<file path="src/rtl/jk_bank_pkg.sv">
// Shared types for the JK bank arbiter: command opcodes, FSM states and
// the opcode-to-{J,K} decode.
package jk_bank_pkg;

  typedef enum logic [1:0] {
    HOLD = 2'b00,
    CLR  = 2'b01,
    SET  = 2'b10,
    TGL  = 2'b11
  } jk_op_e;

  typedef enum logic [1:0] {
    IDLE  = 2'b00,
    APPLY = 2'b01,
    RESP  = 2'b10
  } state_e;

  function automatic logic [1:0] op_to_jk(input jk_op_e op);
    logic [1:0] jk;
    case (op)
      CLR:     jk = 2'b01;
      SET:     jk = 2'b10;
      TGL:     jk = 2'b11;
      default: jk = 2'b00;
    endcase
    return jk;
  endfunction

endpackage

</file>
<file path="src/rtl/jk_ff_bank.sv">
// Bank of WIDTH JK flip-flops, each with an asynchronous active-low clear.
module jk_ff_bank #(
  parameter int WIDTH = 4
) (
  input  logic             clk,
  input  logic             reset_n,
  input  logic [WIDTH-1:0] j,
  input  logic [WIDTH-1:0] k,
  output logic [WIDTH-1:0] q
);

  logic [WIDTH-1:0] q_q;
  logic [WIDTH-1:0] q_d;

  // JK characteristic equation: Q+ = J & ~Q | ~K & Q
  always_comb begin
    q_d = (j & ~q_q) | (~k & q_q);
  end

  always_ff @(posedge clk or negedge reset_n) begin
    if (!reset_n) begin
      q_q <= '0;
    end else begin
      q_q <= q_d;
    end
  end

  assign q = q_q;

endmodule

</file>
<file path="src/rtl/jk_bank_arbiter.sv">
// Round-robin arbiter sharing one JK flip-flop bank between two command
// requesters; each command runs IDLE -> APPLY -> RESP.
//
//   state | meaning
//   IDLE  | offer req_ready to the arbitration winner, latch command on accept
//   APPLY | drive j_bus/k_bus from latched op/mask for one cycle
//   RESP  | present rsp_valid/rsp_id/rsp_q until rsp_ready
module jk_bank_arbiter
  import jk_bank_pkg::*;
#(
  parameter int WIDTH = 4
) (
  input  logic                  clk,
  input  logic                  reset_n,
  input  logic [1:0]            req_valid,
  output logic [1:0]            req_ready,
  input  logic [1:0][1:0]       req_op,
  input  logic [1:0][WIDTH-1:0] req_mask,
  output logic                  rsp_valid,
  input  logic                  rsp_ready,
  output logic                  rsp_id,
  output logic [WIDTH-1:0]      rsp_q,
  output logic [WIDTH-1:0]      q,
  output logic [WIDTH-1:0]      j_bus,
  output logic [WIDTH-1:0]      k_bus
);

  state_e           state_q, state_d;
  logic             last_grant_q, last_grant_d;
  jk_op_e           op_q, op_d;
  logic [WIDTH-1:0] mask_q, mask_d;
  logic             id_q, id_d;
  logic             grant;
  logic [1:0]       jk;

  // With both valid the requester that did not win last time goes next;
  // a lone requester wins outright.
  always_comb begin
    if (&req_valid) begin
      grant = ~last_grant_q;
    end else begin
      grant = req_valid[1];
    end
  end

  always_comb begin
    state_d      = state_q;
    last_grant_d = last_grant_q;
    op_d         = op_q;
    mask_d       = mask_q;
    id_d         = id_q;
    req_ready    = '0;
    j_bus        = '0;
    k_bus        = '0;
    rsp_valid    = 1'b0;
    rsp_id       = 1'b0;
    rsp_q        = '0;
    jk           = op_to_jk(op_q);

    case (state_q)
      IDLE: begin
        if (|req_valid) begin
          req_ready[grant] = 1'b1;
          op_d             = jk_op_e'(req_op[grant]);
          mask_d           = req_mask[grant];
          id_d             = grant;
          last_grant_d     = grant;
          state_d          = APPLY;
        end
      end
      APPLY: begin
        j_bus   = jk[1] ? mask_q : '0;
        k_bus   = jk[0] ? mask_q : '0;
        state_d = RESP;
      end
      RESP: begin
        // Bank is held in RESP, so q is stable for the whole response.
        rsp_valid = 1'b1;
        rsp_id    = id_q;
        rsp_q     = q;
        if (rsp_ready) begin
          state_d = IDLE;
        end
      end
      default: state_d = IDLE;
    endcase
  end

  always_ff @(posedge clk or negedge reset_n) begin
    if (!reset_n) begin
      state_q      <= IDLE;
      last_grant_q <= 1'b1;
      op_q         <= HOLD;
      mask_q       <= '0;
      id_q         <= 1'b0;
    end else begin
      state_q      <= state_d;
      last_grant_q <= last_grant_d;
      op_q         <= op_d;
      mask_q       <= mask_d;
      id_q         <= id_d;
    end
  end

  jk_ff_bank #(.WIDTH(WIDTH)) u_bank (
    .clk     (clk),
    .reset_n (reset_n),
    .j       (j_bus),
    .k       (k_bus),
    .q       (q)
  );

endmodule

</file>
<file path="config.mk">
export PLATFORM = sky130hd
export DESIGN_NAME = jk_bank_arbiter
export DESIGN_NICKNAME = d
export VERILOG_FILES = /design/src/rtl/jk_bank_pkg.sv /design/src/rtl/jk_ff_bank.sv /design/src/rtl/jk_bank_arbiter.sv
export SDC_FILE = /design/constraint.sdc
export NUM_CORES = 1
export LEC_CHECK = 0
export CELL_PAD_IN_SITES_DETAIL_PLACEMENT = 1
export CELL_PAD_IN_SITES_GLOBAL_PLACEMENT = 2
export CORE_ASPECT_RATIO = 1.75
export CORE_MARGIN = 2
export CORE_UTILIZATION = 23
export CTS_BUF_LIST = sky130_fd_sc_hd__clkbuf_4 sky130_fd_sc_hd__clkbuf_8 sky130_fd_sc_hd__clkbuf_16
export CTS_CLUSTER_DIAMETER = 60
export DETAILED_ROUTE_END_ITERATION = 10
export PLACE_DENSITY = 0.89
export SETUP_SLACK_MARGIN = 0.4
export SYNTH_ARGS = -nofsm -noshare
export SYNTH_HDL_FRONTEND = slang
export SYNTH_SLANG_ARGS = --single-unit
</file>
<file path="constraint.sdc">
create_clock -name clk -period 1.7 [get_ports clk]
set_input_delay 0.17 -clock clk [delete_from_list [all_inputs] [get_ports clk]]
set_output_delay 0.17 -clock clk [all_outputs]
set_load 0.1 [all_outputs]
</file>
==> results of run 1 <==
-- cells in the final DEF, fill, tap and decap left out, types with 2 or more instances in the layout --
cell type,synthesis,routed
nor2b_4,0,2
a221o_1,4,4
a21o_1,3,3
buf_12,0,22
a31oi_1,4,4
buf_6,0,4
and2_4,0,6
a21oi_1,4,3
clkbuf_8,0,3
buf_4,1,9
and3_4,1,12
dlygate4sd2_1,0,2
dfrtp_1,13,11
clkdlybuf4s50_1,0,14
mux2_4,2,4
dfrtp_2,0,2
inv_1,2,2
-- flip-flops by register name (all words and copies together), names as in the netlist --
register,cells
u_bank.q,4
last_grant_q,1
op_q,2
id_q,1
state_q,2
mask_q,4
-- synth_stat cells --
library cell   n
a21boi_4       1
a21o_1         3
a21oi_1        4
a221o_1        4
a31oi_1        4
and2_1         5
and2_2         1
and3_1         7
and3_2         4
and3_4         1
buf_4          1
dfrtp_1       13
dfstp_2        1
inv_1          2
mux2_2         2
mux2_4         2
nor2_1         1
nor2_2         1
nor2b_1        1
nor2b_2        1
nor4_4         1
o21ai_2        1
-- how the worst max path moves through the flow --
stage	start	to	slack, ns	cells after the start
2_1_floorplan	last_grant_q$_DFFE_PN1P_	mask_q[0]$_DFFE_PN0P_	-0.33	3
3_3_place_gp	req_valid[0]	mask_q[3]$_DFFE_PN0P_	0.03	4
3_5_place_dp	req_valid[0]	op_q[1]$_DFFE_PN0P_	-0.02	4
4_1_cts	state_q[1]$_DFFE_PN0P_	k_bus[0]	0.14	4
5_1_grt	state_q[1]$_DFFE_PN0P_	k_bus[0]	0.09	4
6_report	state_q[1]$_DFFE_PN0P_	k_bus[0]	0.14	4
-- metal layers --
| layer | GRT usage (%) | share of wire, % | vias to the layer above |
|---|---|---|---|
| met2 | 28.1 | 60 | 32 |
| met4 | 5.14 | 1.4 | 0 |
| met1 | 14.7 | 35 | 345 |
| li1 | - | - | 337 |
| met3 | 2.07 | 3.9 | 5 |
| met5 | 0 | 0 | - |
-- cell type report --
type | instances | area [um^2] | area share [%]
multi-input cells | 44 | 458 | 28.0
repair buffers | 51 | 711 | 43.5
inverters | 2 | 7.51 | 0.460
well taps | 43 | 53.8 | 3.30
flip-flops and latches | 14 | 354 | 21.7
clock buffers | 4 | 48.8 | 2.99
-- cells by family (layout without fill, tap and decap cells) --
kind of cell | after synthesis | count (layout) | share of synthesized area [%]
AND/OR/NAND/NOR | 23 | 23 | 23.5
multiplexers | 4 | 4 | 7.25
AO/OA/AOI/OAI | 17 | 17 | 18.7
flip-flops | 14 | 14 | 48.5
buffers and inverters | 3 | 57 | 2.07
-- repair_timing --
| item | CTS | global route |
|---|---|---|
| setup endpoints to repair | 22 | 24 |
| resized for setup | 15 | 2 |
| cloned | 0 | 0 |
| buffers inserted | 12 | 2 |
| pin swaps | 6 | 0 |
-- stage by stage --
stage,area (um^2),setup slack (ns),utilization [%]
after floorplan,792,-0.330,-
after global placement,1400,0.0267,45.6
after detailed placement,1400,-0.0230,45.6
after CTS,1610,0.142,52.4
after global routing,1630,0.0864,53.1
final,1630,0.136,53.1
==> results_dict.tcl, run 1 <==
set metrics [dict create \
    status "complete, no violations" \
    initial_utilization_pct 23.6 \
    die_h_um 78.2 \
    die-width_um 46.4 \
    track_usage_pct 14.7 \
    rows 27 \
    drc 0 \
    gr-total-overflow 0 \
    r2r_start "last_grant_q$_DFFE_PN1P_" \
    tns_ns 0 \
    die_area_mm2 0.00363 \
    grt_pass1_wl_um 3790 \
    cap_viol_max_count 0 \
    synth_area_leaders "dfrtp_1 45%, and3_1 6.0%, a221o_1 5.5%" \
    clockBufferDepth 2 \
    core_area_mm2 0.00307 \
    worstSetupPathType "reg2out" \
    synthCells 61 \
    ios 37 \
    crit_fanout 12 \
    numCtsBuffers 3 \
    crit_path_end_kind "output pin" \
    fin_hold_ws_ns 0.317 \
    yosysSeqAreaShare_pct 48.5 \
    nFillCells 308 \
    synth_cell_type_count 22 \
    instances_no_fill 158 \
    required_ns 1.53 \
    diodes 0 \
    drive_gt1_share_pct 61.7 \
    root_buffer "clkbuf_8" \
    regToRegEndpoint "op_q[1]$_DFFE_PN0P_" \
    wirelength_um 2360 \
    period_minus_slack_ns 1.56 \
    rsz0062_at_grt "yes" \
    reg2regPathDepth 4 \
    maxSlewViolCount 0 \
    drtPass1Iterations 2 \
    cp_top_family "flip-flops" \
    htree_levels 1 \
    grt_max_degree 15 \
    syn_to_final_growth_pct 125 \
    cp_slowest_stage_delay_ns 0.47 \
    hpwl_um 1670 \
    vias_per_cell 4.55 \
    grt_pass1_vias 758 \
    gp_congestion 0.710 \
    cp_slowest_cell "dfrtp_2" \
    arrival_ns 1.39 \
    postCtsHoldBufs 0 \
    yosysTopAreaCellShare_pct 44.9 \
    port_buffers 36 \
    detail-route-antenna-nets 0 \
    relSlewSlack_pct 56.3 \
    final_nets 133 \
    dp.cells 140 \
    timing.critical_path.mode_cell "buf_12" \
    netlist_area_um2 724 \
    via_count 719 \
    cts_num_sinks 14 \
    fmax_mhz 639 \
    synth_nets 78 \
    wl_per_cell_um 14.9 \
    max_slew.worst_pin.slew_ns 0.654 \
    fin_crit_sh_pct 92.0 \
    startpoint_type "flip-flop" \
    cp_cell_sequence "nor2b_4 -> buf_12 -> and3_4 -> buf_12" \
    antenna_found_initial 0 \
    fin_skew_ns 0.00518 \
    drt_iter0_drc 7 \
    rrSetupSlack_ns 0.23 \
    yosysTopAreaCell "dfrtp_1" \
    cts_tree "built" \
    path_buf_inv 2 \
    clock_latency_ns 0.25 \
    yosysWarnings 0 \
    clk_transition_reported_paths_ns 0.06 \
    hold_class "in2async" \
    synth-seq-cells 14 \
    setup_viol_count_final 0 \
    syn_area_per_cell_um2 11.9 \
    hold_viol_final 0 \
]
Power of run 1 is not shown: default switching activity piles up to over one toggle a cycle in this logic, so the estimate is an artifact.
==> inputs of run 2 (changes only) <==
GPL_TIMING_DRIVEN = 0   (was default)
==> run 2 against run 1 <==
Clock skew down 0.0019 ns. Cell count fell by 0.63%. Final area shrank 8.4%. First-iteration DRC count decreased by 29%. Via count rose by 0.83%. Sequential share of layout area rose by 2.0 points. Register-to-register slack worse by 0.08 ns. Global-route usage down 1.6 points. Maximum frequency fell by 1.9%. Worst setup slack lost 0.030 ns. Hold slack worse by 0.0042 ns. Routed wire length decreased by 4.1%.
==> results_dict.tcl, run 2 (synthesis gave the netlist of run 1 again) <==
set metrics [dict create \
    status "complete, no violations" \
    hpwl_um 1470 \
    drc 0 \
    dpl_worst_slack_ns -0.864 \
    final_nets 132 \
    crit_path_end_kind "output pin" \
    r2r_start "last_grant_q$_DFFE_PN1P_" \
    rrSetupSlack_ns 0.15 \
    gp_congestion 0.752 \
    startpoint_type "flip-flop" \
    maxSlewViolCount 0 \
    vias_per_cell 4.62 \
    dp.cells 140 \
    tns_ns 0 \
    setup.worst_path.end "k_bus[2]" \
    rsz0062_at_grt "yes" \
    track_usage_pct 13.1 \
    cap_viol_max_count 0 \
    cp.depth 4 \
    cp_slowest_cell "dfrtp_2" \
    fin_crit_sh_pct 93.8 \
    instances_no_fill 157 \
    max_slew.worst_pin.slew_ns 0.626 \
    worst_slack_ns 0.106 \
    cts_num_sinks 14 \
    initial_utilization_pct 23.6 \
    arrival_ns 1.42 \
    grt_max_degree 15 \
    diodes 0 \
    fmax_mhz 627 \
    period_minus_slack_ns 1.59 \
    die-width_um 46.4 \
    regToRegEndpoint "op_q[1]$_DFFE_PN0P_" \
    reg2regPathDepth 5 \
    drive_gt1_share_pct 61.4 \
    core_area_mm2 0.00307 \
    rows 27 \
    wirelength_um 2270 \
    antenna_found_initial 0 \
    syn_to_final_growth_pct 107 \
    ios 37 \
    grt_pass1_wl_um 3370 \
    fin_hold_ws_ns 0.313 \
    wl_per_cell_um 14.4 \
    root_buffer "clkbuf_8" \
    detail-route-antenna-nets 0 \
    drt_iter0_drc 5 \
    worstSetupPathType "reg2out" \
    numCtsBuffers 3 \
    setup_viol_count_final 0 \
    clockBufferDepth 2 \
    htree_levels 1 \
    cp_cell_sequence "nor2b_4 -> buf_6 -> and3_4 -> buf_12" \
    port_buffers 36 \
    crit_fanout 5 \
    hold_class "in2async" \
    crit_start "state_q[1]$_DFFE_PN0P_" \
    final_cell_mix "14 x clkdlybuf4s50_1, 14 x buf_12, 11 x dfrtp_1" \
    gr-total-overflow 0 \
    required_ns 1.53 \
    clock_latency_ns 0.25 \
    cp_slowest_stage_delay_ns 0.47 \
    drtPass1Iterations 2 \
    fin_skew_ns 0.00324 \
    die_h_um 78.2 \
    relSlewSlack_pct 58.1 \
    cp_top_family "flip-flops" \
    hold_viol_final 0 \
    via_count 725 \
    path_buf_inv 2 \
    die_area_mm2 0.00363 \
    clk_transition_reported_paths_ns 0.06 \
    cts_tree "built" \
    grt_pass1_vias 721 \
]
[run 2: changes by cell type in the layout (fill, tap and decap cells not counted), sizes merged]
cell,previous run,this run
clkbuf,4,5
buf,35,33
[run 2: worst min path at each step]
| stage | to | from | depth (start not counted) |
|---|---|---|---|
| finish | u_bank.q[0]$_DFF_PN0_ | reset_n | 1 |
| global placement | id_q$_DFFE_PN0P_ | id_q$_DFFE_PN0P_ | 1 |
| floorplan | id_q$_DFFE_PN0P_ | reset_n | 0 |
| global route | u_bank.q[0]$_DFF_PN0_ | reset_n | 1 |
| detailed placement | id_q$_DFFE_PN0P_ | id_q$_DFFE_PN0P_ | 1 |
| CTS | id_q$_DFFE_PN0P_ | reset_n | 1 |
[run 2: per-layer routing]
metal  share of wire (%)  GRT usage (%)  up-vias
met5                   0              0        -
met4                 4.3           7.71        0
met3                 5.3           1.38        9
met2                  59           23.5       36
met1                  32           13.3      341
li1                    -              -      339
[run 2: timing repair]
action / in CTS / in global routing
gates resized for setup: 164 / 5
setup endpoints to repair: 26 / 24
pin swaps: 3 / 3
hold buffers: 0 / 0
cloned: 1 / 0
buffers inserted: 5 / 7
[run 2: stage by stage]
step                      area, um^2  util [%]
final                           1500      48.7
after global routing            1500      48.7
after CTS                       1430      46.4
after detailed placement        1210      39.2
after global placement          1210      39.2
after floorplan                  792         -
[run 2: area by class of cell]
cell class / instances / area (um^2)
clock buffer: 4 / 55.1
buffer: 1 / 11.3
fill: 324 / 1580
tap: 43 / 53.8
timing repair buffer: 49 / 593
sequential: 14 / 354
multi-input combinational: 44 / 422
inverter: 2 / 7.51
Power of run 2 is left out for the same reason.
==> inputs of run 3 (changes only) <==
CORE_MARGIN = default   (was 2)
MAX_ROUTING_LAYER = met4   (was default)
==> run 3 against run 2 <==
Clock skew is 0.0013 ns higher. Utilization is 2.9 points higher. Critical path depth stayed put. Flip-flop and latch count stayed put. Global-route usage is 2.9 points higher. Die area is 6.8% lower. First-iteration DRC count is 20% lower. Register-to-register slack hardly changed. Cell count is 0.64% higher. Clock-buffer cell count stayed put. Final area is 2.1% higher. Hold slack better by 0.00093 ns. Highest routed layer unchanged.
==> results_dict.tcl, run 3 (synthesis gave the netlist of run 1 again) <==
set metrics [dict create \
    die_area_mm2 0.00339 \
    port_buffers 36 \
    vias_per_cell 4.68 \
    cts_tree "built" \
    hold_class "in2async" \
    fin_skew_ns 0.00458 \
    initial_utilization_pct 24.5 \
    hpwl_um 1520 \
    period_minus_slack_ns 1.60 \
    die_h_um 76.2 \
    antenna_found_initial 0 \
    max_slew.worst_pin.slew_ns 0.629 \
    arrival_ns 1.43 \
    drc 0 \
    final_cell_mix "14 x clkdlybuf4s50_1, 14 x buf_12, 11 x dfrtp_1" \
    cp_slowest_cell "dfrtp_2" \
    wirelength_um 2260 \
    hold_viol_final 0 \
    maxSlewViolCount 0 \
    rows 26 \
    numCtsBuffers 3 \
    root_buffer "clkbuf_8" \
    cap_viol_max_count 0 \
    grt_pass1_vias 830 \
    crit_fanout 8 \
    rsz0062_at_grt "yes" \
    cp_cell_sequence "nor2b_4 -> buf_6 -> and3_4 -> buf_12" \
    track_usage_pct 16.0 \
    postCtsHoldBufs 0 \
    startpoint_type "flip-flop" \
    drive_gt1_share_pct 62.1 \
    grt_pass1_wl_um 3910 \
    grt_max_degree 15 \
    gp_congestion 0.729 \
    drt_iter0_drc 4 \
    status "complete, no violations" \
    crit_path_end_kind "output pin" \
    cp_slowest_stage_delay_ns 0.43 \
    final_nets 134 \
    relSlewSlack_pct 57.9 \
    nFillCells 310 \
    clockBufferDepth 2 \
    fmax_mhz 624 \
    diodes 0 \
    core_area_mm2 0.00296 \
    via_count 739 \
    clk_transition_reported_paths_ns 0.06 \
    tns_ns 0 \
    setup_viol_count_final 0 \
    cts_num_sinks 14 \
    wl_per_cell_um 14.3 \
    gr-total-overflow 0 \
    worstSetupPathType "reg2out" \
    required_ns 1.53 \
    fin_crit_sh_pct 94.2 \
    syn_to_final_growth_pct 111 \
    ios 37 \
    htree_levels 1 \
    clock_latency_ns 0.25 \
    drtPass1Iterations 4 \
    detail-route-antenna-nets 0 \
    die-width_um 44.4 \
    rrSetupSlack_ns 0.16 \
]
-- run 3: worst max-delay path, delay by kind of cell, from the launching register on --
kind | cells | cell delay [ns]
and+or+nand+nor | 2 | 0.43
DFF | 1 | 0.43
buffers and inverters | 2 | 0.32
-- run 3: metal layers --
layer	vias up	share of wire [%]	GRT usage [%]
met5	-	0	-
met1	365	34	16.1
li1	339	-	-
met3	6	3.1	2.61
met4	0	2.8	10.0
met2	29	60	27.2
-- run 3: what timing repair did --
item,in CTS,in global routing
setup buffers,10,5
pin swaps,2,2
setup endpoints to repair,26,23
resized for setup,168,5
hold endpoints to repair,0,0
cloned,0,0
-- run 3: per-stage QoR --
step	instance area [um^2]	utilization (%)	instances	setup slack [ns]	hold slack [ns]
3_3_place_gp	1200	40.7	139	-0.875	0.451
6_report	1530	51.6	158	0.0985	0.314
3_5_place_dp	1200	40.7	139	-0.898	0.467
2_1_floorplan	792	-	61	-0.330	-0.126
4_1_cts	1470	49.7	153	0.108	0.339
5_1_grt	1530	51.6	158	0.0507	0.368
-- run 3: cell type report --
| class | instances | area [um^2] | area share [%] |
|---|---|---|---|
| multi-input cells | 44 | 425 | 27.8 |
| well taps | 42 | 52.6 | 3.44 |
| flip-flops and latches | 14 | 354 | 23.2 |
| clock buffers | 4 | 55.1 | 3.60 |
| inverters | 2 | 7.51 | 0.491 |
| plain buffers | 1 | 11.3 | 0.737 |
| repair buffers | 51 | 622 | 40.7 |
-- run 3: path summary, 6_finish.rpt --
path / startpoint / to / cells after the start
worst max-delay path: state_q[0]$_DFFE_PN0P_ / k_bus[2] / 4
worst min-delay path: reset_n / id_q$_DFFE_PN0P_ / 1
worst max register to register: last_grant_q$_DFFE_PN1P_ / op_q[1]$_DFFE_PN0P_ / 5
max in group asynchronous: reset_n / state_q[0]$_DFFE_PN0P_ / 1
min in group clk: req_valid[1] / state_q[0]$_DFFE_PN0P_ / 3
worst min register to register: id_q$_DFFE_PN0P_ / id_q$_DFFE_PN0P_ / 1
Power of run 3 is left out for the same reason.
